--- src/rtl/vga_sync_decoder.sv ---
// vga_sync_decoder: measures incoming VGA sync timing, locks to it and emits pixel coordinates.
// Define VGA_SYNC_DEC_WATCHDOG_EN to add a stuck-hsync watchdog.
module vga_sync_decoder #(
    parameter int H_TOTAL     = 800,
    parameter int V_TOTAL     = 525,
    parameter int LOCK_FRAMES = 2
) (
    input  logic        clk25,
    input  logic        reset,
    input  logic        hsync,
    input  logic        vsync,
    input  logic        blank,
    output logic [9:0]  px_x,
    output logic [9:0]  px_y,
    output logic        px_valid,
    output logic        frame_start,
    output logic        locked,
    output logic [10:0] h_meas,
    output logic [9:0]  v_meas,
    output logic        sync_err
);

    localparam logic [1:0] SEARCH = 2'd0;
    localparam logic [1:0] ALIGN  = 2'd1;
    localparam logic [1:0] LOCKED = 2'd2;

    localparam logic [10:0] H_EXP  = 11'(H_TOTAL);
    localparam logic [9:0]  V_EXP  = 10'(V_TOTAL);
    localparam logic [3:0]  LOCK_N = 4'(LOCK_FRAMES);

    logic        hs1, vs1, bl1;
    logic        hs1_d, vs1_d, bl1_d;
    logic [10:0] h_cnt;
    logic [9:0]  v_cnt;
    logic [1:0]  state, state_nx;
    logic [3:0]  good_cnt, good_nx;
    logic        vs_pend;
    logic        err_nx, fs_nx;

    logic        hs_edge, vs_edge, act_start;
    logic [10:0] h_inc, h_meas_nx;
    logic [9:0]  v_inc, v_cnt_nx;
    logic        match;

    assign hs_edge   = hs1_d & ~hs1;
    assign vs_edge   = vs1_d & ~vs1;
    assign act_start = bl1_d & ~bl1;

    assign h_inc     = (h_cnt == 11'h7FF) ? h_cnt : h_cnt + 11'd1;
    assign h_meas_nx = hs_edge ? h_inc : h_meas;
    assign v_inc     = (v_cnt == 10'h3FF) ? v_cnt : v_cnt + 10'd1;
    // A coincident hsync edge belongs to the frame that is closing.
    assign v_cnt_nx  = hs_edge ? v_inc : v_cnt;
    assign match     = (h_meas_nx == H_EXP) && (v_cnt_nx == V_EXP);

    assign locked    = (state == LOCKED);

`ifdef VGA_SYNC_DEC_WATCHDOG_EN
    localparam logic [11:0] WD_LIM = 12'(2 * H_TOTAL);

    logic [11:0] wd_cnt;
    logic        wd_trip;

    assign wd_trip = (state != SEARCH) && !hs_edge &&
                     (wd_cnt == WD_LIM - 12'd1);

    always_ff @(posedge clk25) begin
        if (reset) begin
            wd_cnt <= '0;
        end else if (hs_edge || wd_trip) begin
            wd_cnt <= '0;
        end else if (wd_cnt != 12'hFFF) begin
            wd_cnt <= wd_cnt + 12'd1;
        end
    end
`endif

    always_comb begin
        state_nx = state;
        good_nx  = good_cnt;
        err_nx   = 1'b0;
        fs_nx    = 1'b0;
        if (vs_edge) begin
            unique case (state)
                SEARCH: begin
                    state_nx = ALIGN;
                    good_nx  = '0;
                end
                ALIGN: begin
                    if (match) begin
                        good_nx = good_cnt + 4'd1;
                        if (good_nx == LOCK_N) state_nx = LOCKED;
                    end else begin
                        state_nx = SEARCH;
                    end
                end
                LOCKED: begin
                    if (match) begin
                        fs_nx = 1'b1;
                    end else begin
                        err_nx   = 1'b1;
                        state_nx = SEARCH;
                    end
                end
                default: state_nx = SEARCH;
            endcase
        end
`ifdef VGA_SYNC_DEC_WATCHDOG_EN
        if (wd_trip) begin
            state_nx = SEARCH;
            err_nx   = (state == LOCKED);
            fs_nx    = 1'b0;
        end
`endif
    end

    always_ff @(posedge clk25) begin
        if (reset) begin
            hs1         <= 1'b1;
            vs1         <= 1'b1;
            hs1_d       <= 1'b1;
            vs1_d       <= 1'b1;
            bl1         <= 1'b0;
            bl1_d       <= 1'b0;
            h_cnt       <= '0;
            v_cnt       <= '0;
            h_meas      <= '0;
            v_meas      <= '0;
            state       <= SEARCH;
            good_cnt    <= '0;
            vs_pend     <= 1'b0;
            px_x        <= '0;
            px_y        <= '0;
            px_valid    <= 1'b0;
            frame_start <= 1'b0;
            sync_err    <= 1'b0;
        end else begin
            hs1   <= hsync;
            vs1   <= vsync;
            bl1   <= blank;
            hs1_d <= hs1;
            vs1_d <= vs1;
            bl1_d <= bl1;

            h_cnt  <= hs_edge ? 11'd0 : h_inc;
            h_meas <= h_meas_nx;
            if (vs_edge) begin
                v_meas <= v_cnt_nx;
                v_cnt  <= '0;
            end else begin
                v_cnt  <= v_cnt_nx;
            end

            state       <= state_nx;
            good_cnt    <= good_nx;
            sync_err    <= err_nx;
            frame_start <= fs_nx;
            px_valid    <= locked & ~bl1;

            if (act_start) begin
                px_x <= '0;
            end else if (!bl1 && px_x != 10'h3FF) begin
                px_x <= px_x + 10'd1;
            end

            // First active line after a vsync edge restarts the row count.
            if (act_start) begin
                if (vs_pend || vs_edge) begin
                    px_y <= '0;
                end else if (px_y != 10'h3FF) begin
                    px_y <= px_y + 10'd1;
                end
            end
            vs_pend <= act_start ? 1'b0 : (vs_edge ? 1'b1 : vs_pend);
        end
    end

endmodule

--- config.mk ---
export PLATFORM = sky130hd
export DESIGN_NAME = vga_sync_decoder
export DESIGN_NICKNAME = d
export VERILOG_FILES = /design/src/rtl/vga_sync_decoder.sv
export SDC_FILE = /design/constraint.sdc
export NUM_CORES = 1
export LEC_CHECK = 0
export ABC_AREA = 1
export BUFFER_PORTS_ARGS = -buffer_cell sky130_fd_sc_hd__buf_4
export CAP_MARGIN = 20
export CORE_ASPECT_RATIO = 0.6
export CORE_UTILIZATION = 46
export DETAILED_ROUTE_END_ITERATION = 7
export GPL_TIMING_DRIVEN = 0
export PLACE_DENSITY = 0.76
export SYNTH_ARGS = -nofsm -noshare
export SYNTH_HDL_FRONTEND = slang
export SYNTH_SLANG_ARGS = --single-unit
--- constraint.sdc ---
create_clock -name clk25 -period 5.1 [get_ports clk25]
set_input_delay 0.255 -clock clk25 [delete_from_list [all_inputs] [get_ports clk25]]
set_output_delay 0.255 -clock clk25 [all_outputs]
set_load 0.005 [all_outputs]
# After elaboration in Yosys (flattened, before gate mapping)

Cells that the tools add are included.

Bits in registers: 78
Latch bits: 0
Memory bits (writable): 0
Bits in read-only memories: 0
Bits of input ports: 5
Output and inout port bits: 45
Logic and storage cells: 72
Memories: 0

Add/subtract/negate cells: 5
Multipliers: 0
Divide/modulo/power cells: 0
$lt $le $gt $ge: 0
Eq/ne operators: 12
Shifts and indexed selects: 0
Mux-type cells: 14
Bitwise gates (word level): 9
Reduce and logical (&&, ||, !) cells: 14

Operators by type and width:

| operator                                               | number |
|---|---|
| two-way mux 10 bit                                     | 4 |
| adder 10 x 1 -> 10 bit (second input constant)         | 3 |
| two-way mux 11 bit                                     | 2 |
| equality test 10 bit (second input constant)           | 2 |
| != test 10 bit (second input constant)                 | 2 |
| adder 11 x 1 -> 11 bit (second input constant)         | 1 |
| equality test 11 x 10 -> 1 bit (second input constant) | 1 |
| equality test 11 bit (second input constant)           | 1 |
| case mux 4 bit (2 select lines)                        | 1 |
| two-way mux 2 bit                                      | 3 |
| case mux 2 bit (3 select lines)                        | 1 |
| AND reduction 3 bit                                    | 2 |
| OR reduction 2 bit                                     | 3 |
| inverter 1 bit                                         | 5 |
| adder 4 x 1 -> 4 bit (second input constant)           | 1 |
| AND 1 bit                                              | 4 |
| equality test 4 x 2 -> 1 bit (second input constant)   | 1 |
| two-way mux 4 bit                                      | 1 |
| != test 2 bit (second input constant)                  | 2 |
| nonzero test 2 bit                                     | 2 |
| != test 3 bit (second input constant)                  | 1 |
| OR reduction 3 bit                                     | 1 |
| equality test 2 x 1 -> 1 bit (second input constant)   | 1 |
| equality test 2 bit (second input constant)            | 1 |
| other kinds (6)                                        | 8 |

# Longest topological paths before layout

Gate-level depths: netlist of run 1.

Depth in word-level cells: 7
Mapped depth: 18
Depth with buffers taken out: 17

# Worst setup path after synthesis of run 1

Ideal clock, no wire load.

Path kind: register to register
From: reg h_cnt[0]
To: reg state[0]
Library setup time: 0.113 ns
Data arrival time: 1.881 ns
Path slack: 3.107 ns
Cell stages (with the launch flop): 16
Path buffers: 1
Clock period less this slack: 1.993 ns
Cells stage by stage: dfxtp_1 -> ha_1 -> nand2_2 -> nor2_4 -> nand3_4 -> buf_6 -> nand3_2 -> nand2_2 -> nand2_2 -> nand3_2 -> nor2_4 -> nand3_1 -> nand2_1 -> nor2_1 -> nor2_1 -> nor2_1

Word-level cells in the longest chain between the ends: 7

RTL lines:

| element                                                                                 | line | source |
|---|---|---|
| from (decl)                                                                             | 33   | `logic [10:0] h_cnt;` |
| from (signal assigned)                                                                  | 145  | `h_cnt <= hs_edge ? 11'd0 : h_inc;` |
| adder 11 x 1 -> 11 bit or equality test 11 bit (tied branches)                          | 49   | `assign h_inc = (h_cnt == 11'h7FF) ? h_cnt : h_cnt + 11'd1;` |
| two-way mux 11 bit *                                                                    | 49   |  |
| two-way mux 11 bit *                                                                    | 50   | `assign h_meas_nx = hs_edge ? h_inc : h_meas;` |
| equality test 11 x 10 -> 1 bit *                                                        | 54   | `assign match = (h_meas_nx == H_EXP) && (v_cnt_nx == V_EXP);` |
| logical AND 1 bit *                                                                     | 54   |  |
| != test 3 bit (no source line), or another cell as far along                            | n/a  |  |
| AND reduction 3 bit (no source line) or case mux 2 bit (3 select lines) (tied branches) | n/a  |  |
| to (signal assigned)                                                                    | 154  | `state <= state_nx;` |
| to (decl)                                                                               | 35   | `logic [1:0] state, state_nx;` |

Mark *: on every way between the ends. The rest lies on a longest branch, timed or not.
A chain may end at the register's enable or synchronous reset.

# Worst setup path after layout of run 1

From: reg h_cnt[0]
To: reg state[1]

The elaborated chain is that of the path after synthesis.

==> results of run 1 <==
## where the power goes
| part | switching, mW | total [mW] | leakage, nW | internal, mW |
|---|---|---|---|---|
| logic | 0.0612 | 0.100 | 1.20 | 0.0388 |
| registers | 0.0135 | 0.640 | 0.634 | 0.626 |
| clock network | 0.246 | 0.679 | 0.155 | 0.433 |
## metal layers
layer,global-route usage [%],share of wire [%],vias to the layer above
met1,30.66,48,1573
met4,7.173,1.6,0
met2,33.86,43,98
met3,7.112,6.7,15
met5,0,0,-
li1,-,-,1747
## kinds of logic (layout without fill, tap and decap cells)
logic type      Yosys count  count (layout)  synth area share, %
compound gates           61              61                8.725
flops                    78              78                42.87
simple gates            277             277                36.04
buf+inv                  77             142                8.382
fa+ha+maj                 6               6                2.061
xor+xnor                  8               8                1.924
## area by class of cell
type | count | area, um2
Buffer | 7 | 42.54
Clock buffer | 14 | 284.0
Clock inverter | 2 | 37.54
Fill cell | 687 | 2985
Inverter | 70 | 262.8
Multi-Input combinational cell | 352 | 1775
Sequential cell | 78 | 1562
Tap cell | 104 | 130.1
Timing Repair Buffer | 49 | 367.9
## synth_stat cells (6+ instances only)
| cell | n |
|---|---|
| a21oi_1 | 28 |
| dfxtp_1 | 78 |
| ha_1 | 6 |
| inv_1 | 68 |
| nand2_1 | 113 |
| nand3_1 | 40 |
| nand4_1 | 13 |
| nor2_1 | 67 |
| nor3_1 | 6 |
| o21ai_0 | 28 |
| or2_2 | 10 |
## stage by stage
stage	setup WS, ns	util (%)
after floorplan	3.107	-
after global placement	2.831	55.59
after detailed placement	2.714	55.59
after CTS	2.708	59.91
after global routing	2.486	59.91
final	2.686	59.91
## critical path: stages (launching register included)
cell and delay (ns):
dfxtp_1 0.37, ha_1 0.30, nand2_2 0.11, nor2_4 0.20
nand3_4 0.15, buf_6 0.17, nand4_1 0.07, nand2_1 0.10
nor2_1 0.12, nand2_1 0.09, nor2_4 0.16, nand3_1 0.17
nand2_1 0.11, nor2_1 0.06, nor2_1 0.08, nor2_1 0.05
## registers in the layout, indices dropped and copies added, names as in the netlist, 2 cells and up
name	flops
good_cnt	4
h_cnt	11
h_meas	11
px_x	10
px_y	10
state	2
v_cnt	10
v_meas	10
## how the worst min path moves through the flow
| stage | end | from | cells after the start |
|---|---|---|---|
| floorplan | hs1 | hsync | 1 |
| global placement | px_valid | bl1 | 1 |
| detailed placement | px_valid | bl1 | 1 |
| CTS | vs1 | vsync | 2 |
| global route | vs1 | vsync | 2 |
| finish | vs1 | vsync | 2 |
## cells in the final DEF, fill, tap and decap left out
cell type   instances
nor2_8              1
a22o_1              1
xor2_1              5
buf_4              51
buf_2               1
clkinvlp_4          1
clkbuf_1            3
nand3_4             2
dfxtp_1            78
clkbuf_16           9
a31oi_1             1
clkbuf_8            4
ha_1                6
nand3b_1            4
bufinv_16           1
nor3_1              6
or2_2              10
nand2_4             3
buf_6               1
buf_1               1
nand3_1            40
o21ai_0            28
a21oi_1            28
xnor2_1             3
nor2_4              4
nand4_1            13
o21bai_1            3
nor4_1              2
nand3_2             3
nand2_2             5
inv_1              68
nand2_1           113
inv_2               2
nor2_2              4
nor2_1             67
==> metrics, run 1 <==
status completed; Total GRT Usage 22.50%; Seq/Total Area, Yosys 42.87%; fin crit period 2.414 ns; Hold Buf Count CTS 0; Crit. End Element flop; final slew viol count 0; initial antenna violation count 0; Worst setup SP type flop; DR vias/cell 5.078; CTS Buffer Depth 2; first-pass GRT wire length 14.26 mm; Critical Path Sink state[1]; Placed Instance Area 0.004140 mm2; Min Hold Slack 0.09843 ns; Hold Path Class in2reg; WS Path Type reg2reg; H-Tree Level Count 3; post-CTS sizing 0; Pre-antenna DRT Iters 5; Post-Syn Area 0.003642 mm2; DRT antenna net count 0; LEAKAGE 1.986 nW; Main synth FF type dfxtp_1; Distinct cells, synth 31; Arr. time, crit path 2.65 ns; Cell Count, Final, Fillers Out 676; drt total wl 8.573 mm; Synth area leader dfxtp_1; post-DR wirelength/cell 12.68 um; Congestion Overflow GR 0; r2r endpoint state[1]; Max Freq 414.3 MHz; core area 0.007447 mm2; #FFs+latches synth 78; clk sinks 78; fin area 0.004462 mm2; Initial Util 48.91%; die area 0.008289 mm2; peak supply drop 0.0001788 V; nets@finish 578; required time worst endpoint 5.34 ns; FF-to-FF setup slack 2.69 ns; worst-path maximum fanout 10; Die H 70.93 um; Syn Nets 518; TNS Setup 0 ns; Die W 116.9 um; clock-pin slew on the worst setup and hold paths 0.06 ns; later-pin clock latency in the skew report 0.34 ns; synthesized netlist cell count 507; Starting DRT DRC Count 256; GP Congestion 0.9284; Syn Area/Cell 7.184 um2; maxcap violations 0; start point of the critical path h_cnt[0]; Remaining DRCs 0; detailed-route via count 3433; CTS tree built; asr flop ratio synth 0%; layout cell share with drive strength beyond 1 17.83%; unrepaired setup endpoints after global routing no; largest net degree at the start of global routing 13; I/O Buffers 49; top cells by area, synth dfxtp_1, nand2_1, inv_1, nor2_1, nand3_1; top-area cell type share of the netlist area 42.87%; ANT cells 0; EDFF count, synth 0; vias in the first global route 3121; Layout Skew 0.006826 ns; worst-margin pin slew 0.6142 ns; Final Hold Viols 0; Post-CTS Setup Repair Bufs 0; Rows 24; final setup fails 0; clk root buf clkbuf_16; area delta synth->final 22.50%; cts bufs inserted 9; Final HPWL DP 6.455 mm; Ports 50; total power draw 1.418 mW; r2r startpoint h_cnt[0]; crit share post-route 47.33%; Power per Cell Area 317.9 mW/mm2; DP Cell Count 660; max_slew headroom 58.62%; synth warn 0; reg2reg path depth 15
Note: power is estimated with default switching activity, not from simulation.
==> run 2, diff against run 1 <==
Settings changed: PLACE_DENSITY 0.76 to 0.79.
Clock period 5.1 ns to 2 ns, I/O delays scaled along.
==> run 2 against run 1 <==
Effect of this change:
- largest cell class unchanged
- clock skew decreased by 0.0012 ns
- worst setup slack got worse by 2.9 ns
- power increased by 140%
- utilization increased by 5.6 points
- global-route usage increased by 2.5 points
- combinational power increased to 3.2 times the previous value
- critical path depth decreased by 1
- non-clock buffer count increased by 35
- the run now ends with setup timing left
- via count increased by 6.7%
- fmax increased by 9.9%
- clock power increased by 120%
- sequential share of layout area decreased by 2.5 points
==> metrics, run 2 (same netlist as run 1, synthesis figures left out) <==
status finished, violations left; failing checks setup timing; max_slew headroom 55.73%; Worst setup SP type flop; top routing layer used met4; Final Hold Viols 0; met2 wire len 4.369 mm; peak supply drop 0.0004724 V; Hold Path Class reg2reg; Rows 24; layout cell share with drive strength beyond 1 29.54%; final slew viol count 0; drt total wl 9.703 mm; Total GRT Usage 24.96%; Register Area 0.001587 mm2; crit share post-route 109.8%; initial antenna violation count 0; FF-to-FF setup slack -0.20 ns; CTS Buffer Depth 2; top flop regs h_cnt: 11 flops, h_meas: 11 flops; Power per Cell Area 710.1 mW/mm2; M1 WL 4.575 mm; final core occ 65.49%; Initial Util 48.91%; DR vias/cell 5.161; worst setup margin -0.1960 ns; CTS tree built; most frequent cells in the layout nand2_1, buf_4, inv_1, dfxtp_1, nor2_1; final setup fails 8; r2r endpoint good_cnt[0]; detailed-route via count 3664; met3 wire len 538 um; Congestion Overflow GR 0; nets@finish 613; die area 0.008289 mm2; later-pin clock latency in the skew report 0.34 ns; clk sinks 78; clk root buf clkbuf_16; Arr. time, crit path 2.43 ns; multi-input combinational cell area 0.001944 mm2; Max Freq 455.4 MHz; core area 0.007447 mm2; cts bufs inserted 9; DRT antenna net count 0; Crit. End Element flop; hold wc startpoint bl1; post-DR wirelength/cell 13.67 um; required time worst endpoint 2.23 ns; first-pass GRT wire length 15.68 mm; Layout Skew 0.005672 ns; Die W 116.9 um; maxcap violations 0; Starting DRT DRC Count 315; unrepaired setup endpoints after global routing yes; Pre-antenna DRT Iters 5; commonest non-fill, non-tap cell in the layout nand2_1; Ports 50; worst-path maximum fanout 6; fin crit period 2.196 ns; r2r startpoint h_cnt[1]; TNS Setup -1.221 ns; Hold Path Depth 1; largest net degree at the start of global routing 12; Remaining DRCs 0; clock-pin slew on the worst setup and hold paths 0.05 ns; H-Tree Level Count 3; WHS Endpoint px_valid; GP Congestion 0.8987; Final HPWL DP 6.416 mm; LEAKAGE 2.167 nW; area delta synth->final 33.91%; worst-margin pin slew 0.6571 ns; WS Path Type reg2reg; reg2reg path depth 14; ANT cells 0; Die H 70.93 um; vias in the first global route 3314; I/O Buffers 49; Fillers 619
[run 2: changes by cell type in the layout (fill, tap and decap cells not counted), moves of 8 or more]
cell	delta
buf_4	+29
dfxtp_1	-12
dfxtp_2	+8
nand2_1	-10
nand2_2	+8
nor2_1	-10
[run 2: power by group]
group | switching [mW] | internal [mW]
Combinational | 0.181 | 0.139
Sequential | 0.0396 | 1.60
Clock | 0.607 | 0.900
Total | 0.828 | 2.64
[run 2: worst max-delay path, cell delays in order, from the launching register on]
cell	delay, ns
dfxtp_4	0.36
ha_4	0.18
nand2_4	0.08
nor2_4	0.05
nand3_4	0.10
buf_6	0.13
nand3_2	0.11
o21bai_1	0.23
nand3_1	0.18
nor2_4	0.21
nand3_4	0.10
nand2_4	0.10
nand2_4	0.08
a21oi_2	0.11
nor2_1	0.06
[run 2: through the flow]
step | total power, mW | cell area, um2 | cells | worst slack, ns | hold WS [ns]
floorplan | 1.823 | 3642 | 507 | 0.006780 | 0.2038
global placement | 1.906 | 4140 | 660 | -0.2781 | 0.2871
detailed placement | 1.916 | 4140 | 660 | -0.3654 | 0.2890
CTS | 3.468 | 4822 | 709 | -0.08765 | 0.4316
global route | 3.598 | 4877 | 710 | -0.2968 | 0.4637
finish | 3.463 | 4877 | 710 | -0.1960 | 0.4381
[run 2: layer usage]
| metal | vias up | track usage, % |
|---|---|---|
| li1 | 1813 | - |
| met1 | 1706 | 33.30 |
| met2 | 119 | 37.41 |
| met3 | 26 | 8.826 |
| met4 | 0 | 8.720 |
| met5 | - | 0 |
[run 2: what timing repair did]
item                                    CTS  global route
buffers inserted                         29             1
hold endpoints to repair                  4             0
cloned                                    1             0
pin swaps                                25            10
gates resized for setup                  46            18
hold buffers                              4             0
endpoints found under the setup margin   10            17
[run 2: layout make-up]
cell class                 instances  area share (%)
buffer                             7          0.8722
inverter                          70           5.387
clock inverter                     1          0.1026
tap                              104           2.668
sequential                        78           32.53
clock buffer                      14           5.413
timing repair buffer              84           13.16
multi-input combinational        352           39.87
[run 2: worst max-delay path by stage]
stage / depth (start not counted) / start / end
2_1_floorplan: 15 / h_cnt[0] / state[0]
3_3_place_gp: 14 / h_cnt[0] / state[0]
3_5_place_dp: 15 / h_cnt[0] / good_cnt[3]
4_1_cts: 15 / h_cnt[1] / good_cnt[3]
5_1_grt: 15 / h_cnt[1] / good_cnt[0]
6_report: 14 / h_cnt[1] / good_cnt[0]
